<file path="config.mk">
export PLATFORM = sky130hd
export DESIGN_NAME = capture_game_ctrl
export DESIGN_NICKNAME = d
export VERILOG_FILES = /design/src/rtl/capture_game_pkg.sv /design/src/rtl/game_lfsr.sv /design/src/rtl/capture_game_ctrl.sv
export SDC_FILE = /design/constraint.sdc
export NUM_CORES = 1
export LEC_CHECK = 0
export BUFFER_PORTS_ARGS = -buffer_cell sky130_fd_sc_hd__buf_2
export CAP_MARGIN = 20
export CORE_MARGIN = 2
export CORE_UTILIZATION = 55
export CTS_BUF_LIST = sky130_fd_sc_hd__clkbuf_4 sky130_fd_sc_hd__clkbuf_8 sky130_fd_sc_hd__clkbuf_16
export DETAILED_ROUTE_END_ITERATION = 8
export GPL_TIMING_DRIVEN = 0
export PLACE_DENSITY_LB_ADDON = 0.2
export SLEW_MARGIN = 20
export SYNTH_ARGS = -nofsm -noshare
export SYNTH_HDL_FRONTEND = slang
export SYNTH_HIERARCHICAL = 1
export SYNTH_SLANG_ARGS = --single-unit
</file>
<file path="constraint.sdc">
create_clock -name i_clk -period 2.68 [get_ports i_clk]
set_clock_uncertainty 0.1 [all_clocks]
set_input_delay 0.268 -clock i_clk [delete_from_list [all_inputs] [get_ports i_clk]]
set_output_delay 0.268 -clock i_clk [all_outputs]
set_load 0.02 [all_outputs]
</file>
<file path="src/rtl/capture_game_pkg.sv">
// capture_game_pkg: shared types and constants for the capture game sequencer.
//   state_t    - FSM state encoding, also driven out on o_state
//   SLOT_CNT   - number of slot flags in the capture-tracking memory
//   WIN_MASK   - slots that must all be captured to win (slot 0 is reserved)
//   LFSR_TAPS  - feedback taps of the 8-bit encounter LFSR (x^8+x^6+x^5+x^4+1)
package capture_game_pkg;

  typedef enum logic [2:0] {
    ST_IDLE    = 3'd0,
    ST_RESTART = 3'd1,
    ST_SPAWN   = 3'd2,
    ST_AIM     = 3'd3,
    ST_RESOLVE = 3'd4,
    ST_CHECK   = 3'd5,
    ST_OVER    = 3'd6
  } state_t;

  localparam int unsigned            SLOT_CNT  = 7;
  localparam logic [SLOT_CNT-1:0]    WIN_MASK  = 7'b1111110;
  // Polynomial taps 8,6,5,4 map to register bits 7,5,4,3.
  localparam logic [7:0]             LFSR_TAPS = 8'b1011_1000;

endpackage

</file>
<file path="src/rtl/game_lfsr.sv">
// game_lfsr: 8-bit Fibonacci LFSR that picks the next encounter index.
//   clk_i   - clock
//   rst_ni  - asynchronous reset, active low (reloads P_SEED)
//   en_i    - advance one step this cycle
//   idx_o   - current state folded into 0..5
module game_lfsr
  import capture_game_pkg::*;
#(
  parameter logic [7:0] P_SEED = 8'hA5
) (
  input  logic       clk_i,
  input  logic       rst_ni,
  input  logic       en_i,
  output logic [2:0] idx_o
);

  logic [7:0] lfsr_q, lfsr_d;

  assign lfsr_d = {lfsr_q[6:0], ^(lfsr_q & LFSR_TAPS)};

  always_ff @(posedge clk_i or negedge rst_ni) begin
    if (!rst_ni)   lfsr_q <= P_SEED;
    else if (en_i) lfsr_q <= lfsr_d;
  end

  // Fold 6 and 7 back onto 0 and 1 so the memory never sees slot 7 or 8.
  assign idx_o = (lfsr_q[2:0] > 3'd5) ? (lfsr_q[2:0] - 3'd6) : lfsr_q[2:0];

endmodule

</file>
<file path="src/rtl/capture_game_ctrl.sv">
// capture_game_ctrl: round sequencer for the capture-tracking memory.
//   i_clk/i_rst_n      - clock, asynchronous active-low reset
//   i_start, i_throw   - single-cycle button pulses
//   i_capture_vec      - slot flags read back from the memory
//   o_restart/o_refresh/o_random/o_capture - memory control strobes and data
//   o_pos, o_balls     - aim-marker position, balls remaining
//   o_state, o_over, o_win - FSM state and game result
module capture_game_ctrl
  import capture_game_pkg::*;
#(
  parameter int unsigned P_BALLS    = 10,
  parameter int unsigned P_SWEEP    = 16,
  parameter int unsigned P_HIT_WIN  = 4,
  parameter int unsigned P_STEP_CYC = 2,
  parameter int unsigned P_AIM_CYC  = 64,
  parameter logic [7:0]  P_SEED     = 8'hA5
) (
  input  logic                i_clk,
  input  logic                i_rst_n,
  input  logic                i_start,
  input  logic                i_throw,
  input  logic [SLOT_CNT-1:0] i_capture_vec,
  output logic                o_restart,
  output logic                o_refresh,
  output logic [2:0]          o_random,
  output logic                o_capture,
  output logic [3:0]          o_pos,
  output logic [3:0]          o_balls,
  output logic [2:0]          o_state,
  output logic                o_over,
  output logic                o_win
);

  localparam int unsigned STEP_W    = (P_STEP_CYC > 1) ? $clog2(P_STEP_CYC) : 1;
  localparam int unsigned TMO_W     = $clog2(P_AIM_CYC);
  localparam logic [STEP_W-1:0] STEP_LAST = STEP_W'(P_STEP_CYC - 1);
  localparam logic [TMO_W-1:0]  TMO_LAST  = TMO_W'(P_AIM_CYC - 1);
  localparam logic [3:0]        POS_LAST  = 4'(P_SWEEP - 1);
  localparam logic [4:0]        HIT_LIM   = 5'(P_HIT_WIN);
  localparam logic [3:0]        BALLS_INI = 4'(P_BALLS);

  state_t            state_q;
  logic [STEP_W-1:0] step_q;
  logic [TMO_W-1:0]  tmo_q;
  logic [3:0]        pos_q, balls_q;
  logic [2:0]        random_q;
  logic              restart_q, refresh_q, capture_q, over_q, win_q;
  logic [2:0]        lfsr_idx;

  game_lfsr #(.P_SEED(P_SEED)) u_lfsr (
    .clk_i  (i_clk),
    .rst_ni (i_rst_n),
    .en_i   (state_q != ST_IDLE),
    .idx_o  (lfsr_idx)
  );

  always_ff @(posedge i_clk or negedge i_rst_n) begin
    if (!i_rst_n) begin
      state_q   <= ST_IDLE;
      step_q    <= '0;
      tmo_q     <= '0;
      pos_q     <= '0;
      balls_q   <= BALLS_INI;
      random_q  <= '0;
      restart_q <= 1'b0;
      refresh_q <= 1'b0;
      capture_q <= 1'b0;
      over_q    <= 1'b0;
      win_q     <= 1'b0;
    end else begin
      // Strobes (and the capture bit riding on refresh) are one-cycle pulses.
      restart_q <= 1'b0;
      refresh_q <= 1'b0;
      capture_q <= 1'b0;
      unique case (state_q)
        ST_IDLE, ST_OVER: begin
          if (i_start) begin
            state_q   <= ST_RESTART;
            restart_q <= 1'b1;
            balls_q   <= BALLS_INI;
            over_q    <= 1'b0;
            win_q     <= 1'b0;
          end
        end
        ST_RESTART: begin
          // First encounter is loaded with no capture attached.
          state_q   <= ST_SPAWN;
          refresh_q <= 1'b1;
          random_q  <= lfsr_idx;
          pos_q     <= '0;
          step_q    <= '0;
          tmo_q     <= '0;
        end
        ST_SPAWN: state_q <= ST_AIM;
        ST_AIM: begin
          if (i_throw) begin
            // Throw takes priority over a coinciding timeout.
            state_q   <= ST_RESOLVE;
            refresh_q <= 1'b1;
            capture_q <= ({1'b0, pos_q} < HIT_LIM);
            random_q  <= lfsr_idx;
            balls_q   <= balls_q - 1'b1;
          end else if (tmo_q == TMO_LAST) begin
            // Encounter flees: recorded as a miss, ball kept.
            state_q   <= ST_RESOLVE;
            refresh_q <= 1'b1;
            random_q  <= lfsr_idx;
          end else begin
            tmo_q <= tmo_q + 1'b1;
            if (step_q == STEP_LAST) begin
              step_q <= '0;
              pos_q  <= (pos_q == POS_LAST) ? 4'd0 : pos_q + 1'b1;
            end else begin
              step_q <= step_q + 1'b1;
            end
          end
        end
        ST_RESOLVE: state_q <= ST_CHECK;
        ST_CHECK: begin
          // The memory has absorbed the RESOLVE strobe by this cycle.
          if ((i_capture_vec & WIN_MASK) == WIN_MASK) begin
            state_q <= ST_OVER;
            over_q  <= 1'b1;
            win_q   <= 1'b1;
          end else if (balls_q == 4'd0) begin
            state_q <= ST_OVER;
            over_q  <= 1'b1;
          end else begin
            state_q <= ST_AIM;
            pos_q   <= '0;
            step_q  <= '0;
            tmo_q   <= '0;
          end
        end
        default: state_q <= ST_IDLE;
      endcase
    end
  end

  assign o_restart = restart_q;
  assign o_refresh = refresh_q;
  assign o_random  = random_q;
  assign o_capture = capture_q;
  assign o_pos     = pos_q;
  assign o_balls   = balls_q;
  assign o_state   = state_q;
  assign o_over    = over_q;
  assign o_win     = win_q;

endmodule

</file>
==> key figures <==
Global routing
  – Vias in the first global route: 1,289
  – First-pass GRT wire length: 5620 microns
  – Grt ovf: 0
  – Overall routing resource usage: 20.9%
  – GRT met3 Usage: 7.04%
  – Met2 usage: 33.9%
  – Met1 usage: 26.1%
  – Initial antenna violation count: 0
  – Busiest layer in global routing: met2
  – Largest net degree at the start of global routing: 35

Setup path
  – CP Data Required Time: 2800 ps
  – Critical Path Stages: 7
  – Crit Path Max Fanout: 5
  – Reg2reg path depth: 7
  – Slowest CP cell: dfstp_2
  – CP most frequent cell: a21o_1
  – Slowest stage delay, CP: 560 ps
  – Startpoint types: flip-flop
  – Sum of buffers and inverters on the critical path: 1
  – Arrival @ worst endpoint: 2210 ps
  – Delay-heaviest family, CP: compound AO/OA/AOI/OAI gates
  – CP endpoint kind: flip-flop
  – WS Path Type: flip-flop to flip-flop
  – Worst path cell trace: inv_1 -> ha_1 -> nand2b_1 -> o22ai_1 -> a21o_1 -> a21o_1 -> a221o_1

Finish
  – ANT cells: 0
  – Most common cell after layout, fill and taps aside: buf_2
  – Layout cells sized above 1: 30.1%
  – Post-route cell area: 2050 sq um
  – Final #Nets: 222
  – Most frequent cells in the layout: 30 x buf_2, 28 x dfrtp_1, 16 x nand2_1, 10 x inv_1, 10 x nand3_1
  – Syn-to-layout area delta: 16.0%

STA
  – Final Hold Vio Count: 0
  – Clock period minus worst slack: 2080 ps
  – Final Setup Violations: 0
  – Max_slew headroom: 51.9%
  – Setup total negative slack: 0 ps
  – RSZ-0062 raised after global routing: false
  – Fmax: 480 MHz
  – Slew @ Worst Pin: 722 ps
  – Slew Viols, Final: 0
  – Crit share post-route: 77.8%
  – Worst hold margin: 117 ps

Run status
  – Status: finished, final reports clean

CTS
  – CTS sink cnt: 34
  – CTS Buf Count: 5
  – Root Buffer: clkbuf_4
  – Clk_lat worst skew: 330 ps
  – CTS Buffer Depth: 2
  – Worst-path clk slew: 100 ps
  – Setup Fix Bufs, Post-CTS: 0
  – H-tree Lvls: 2
  – CTS tree: built

Route
  – ANT nets after route: 0
  – Routed vias: 1,380
  – Drt via density: 5.52
  – Total wire length: 3350 microns
  – Routed length per instance: 13.4 microns
  – DRC: 0
  – TritonRoute pass-1 iters: 5
  – Iteration-0 DRC Markers: 40

Pwr
  – Cell Pwr Density: 1200 nW/um^2
  – Max IR drop VDD: 0.543 mV
  – Leakage: 0.993 nW

Worst hold path
  – Hold Crit Depth: 3
  – Hold Path Class: input pin to flip-flop

Floorplan
  – Die Ht: 60.7 microns
  – Core Area: 3050 sq um
  – Chip width: 60.7 microns
  – Die Area: 3690 sq um
  – Num rows: 20
  – Starting Density: 58.0%
  – # IOs: 30

Synthesis
  – Post-synth ARST share: 100%
  – Unique masters post-synth: 49
  – Number of synthesized register bits: 34
  – Number of synthesized flops with an enable pin: 0
  – Mapped Area: 1770 sq um
  – Warnings from Yosys: 6
  – Most used DFF post-synth: dfrtp_1
  – Syn Area/Cell: 10.5 sq um
  – Post-Synthesis Cells: 169
  – Post-synthesis sequential area ratio: 48.5%
  – Syn Nets: 186

Placement
  – Final GP Congestion: 0.826
  – Post-DP HPWL: 2460 microns
  – IO Port Bufs: 28
  – Placement Cell Area: 1970 sq um

Flow run
  – Max-cap violations: 0
[where the power goes]
| group | internal (mW) | total (mW) | switching (mW) |
|---|---|---|---|
| logic | 0.499 | 1.17 | 0.668 |
| registers | 0.756 | 0.952 | 0.195 |
| clock network | 0.179 | 0.342 | 0.163 |
[logic make-up (layout without fill, tap and decap cells)]
kind of cell | after synthesis | in the layout | share of synthesized area, %
AO/OA/AOI/OAI | 41 | 41 | 17.4
XOR/XNOR | 5 | 5 | 2.47
adder cells (fa/ha/maj) | 6 | 6 | 4.24
buffers and inverters | 18 | 55 | 4.38
flip-flops | 34 | 34 | 48.5
multiplexers | 13 | 13 | 7.99
AND/OR/NAND/NOR | 52 | 52 | 15.1
[registers in the layout (all words and copies together) (netlist names), 3 cells and up]
signal and flops:
o_random 3, o_state 3, u_lfsr/lfsr_q 8, tmo_q 6, o_pos 4, o_balls 4
[worst reg2reg max path: cells and delay by family, from the launching register on]
family | cells | cell delay [ps]
AOI/OAI and AO/OA | 4 | 1000
DFF | 1 | 560
adders and majority gates | 1 | 180
and+or+nand+nor | 1 | 80
buffers and inverters | 1 | 60
[synthesized netlist by cell type, types with 3 or more instances]
cell type | number | area (sq um)
nand3_1 | 10 | 50.1
nand4b_1 | 3 | 26.3
o21ai_0 | 6 | 30.0
dfstp_2 | 6 | 158
nor2_1 | 6 | 22.5
nand2_1 | 16 | 60.1
nand2b_1 | 4 | 25.0
o21ai_1 | 4 | 20.0
mux2_2 | 6 | 67.6
a21o_1 | 6 | 45.0
a21oi_1 | 5 | 25.0
mux2_1 | 3 | 33.8
mux2i_1 | 4 | 40.0
dfrtp_1 | 28 | 701
nor3_1 | 3 | 15.0
inv_1 | 10 | 37.5
o211ai_1 | 4 | 30.0
xnor2_1 | 3 | 26.3
ha_1 | 6 | 75.1
inv_2 | 3 | 11.3
[what timing repair did]
item,in CTS,in global routing
hold buffers,1,0
gates resized for setup,0,0
setup endpoints to repair,0,0
endpoints found under the hold margin,28,0
[per-stage QoR]
| stage | util, % | cells | setup WS [ps] | power (mW) |
|---|---|---|---|---|
| detailed placement | 64.4 | 241 | 630 | 2.14 |
| global placement | 64.4 | 241 | 655 | 2.07 |
| CTS | 67.3 | 250 | 600 | 2.49 |
| finish | 67.3 | 250 | 596 | 2.46 |
| global route | 67.3 | 250 | 486 | 2.67 |
| floorplan | - | 169 | 692 | 1.82 |
[worst paths after layout]
| kind | startpoint | to | slack (ps) |
|---|---|---|---|
| max | o_balls[1] | o_pos[2] | 600 |
| min | i_throw | o_capture | 120 |
| max reg2reg | o_balls[1] | o_pos[2] | 600 |
| min reg2reg | o_random[2] | o_random[2] | 390 |
| max in group asynchronous | i_rst_n | o_capture | 1580 |
| min in group asynchronous | i_rst_n | o_win | 440 |
[routing by layer]
metal | wire [microns] | vias to the layer above
met5 | 0 | -
met4 | 49 | 0
met3 | 187 | 6
met2 | 1650 | 44
met1 | 1460 | 653
li1 | - | 677
[cell type report]
| class | count | area, sq um |
|---|---|---|
| Fill cell | 253 | 998 |
| Sequential cell | 34 | 858 |
| Buffer | 5 | 28.8 |
| Clock buffer | 8 | 78.8 |
| Multi-Input combinational cell | 117 | 835 |
| Inverter | 13 | 48.8 |
| Tap cell | 44 | 55.1 |
| Timing Repair Buffer | 29 | 150 |
(Power assumes the default switching activity.)
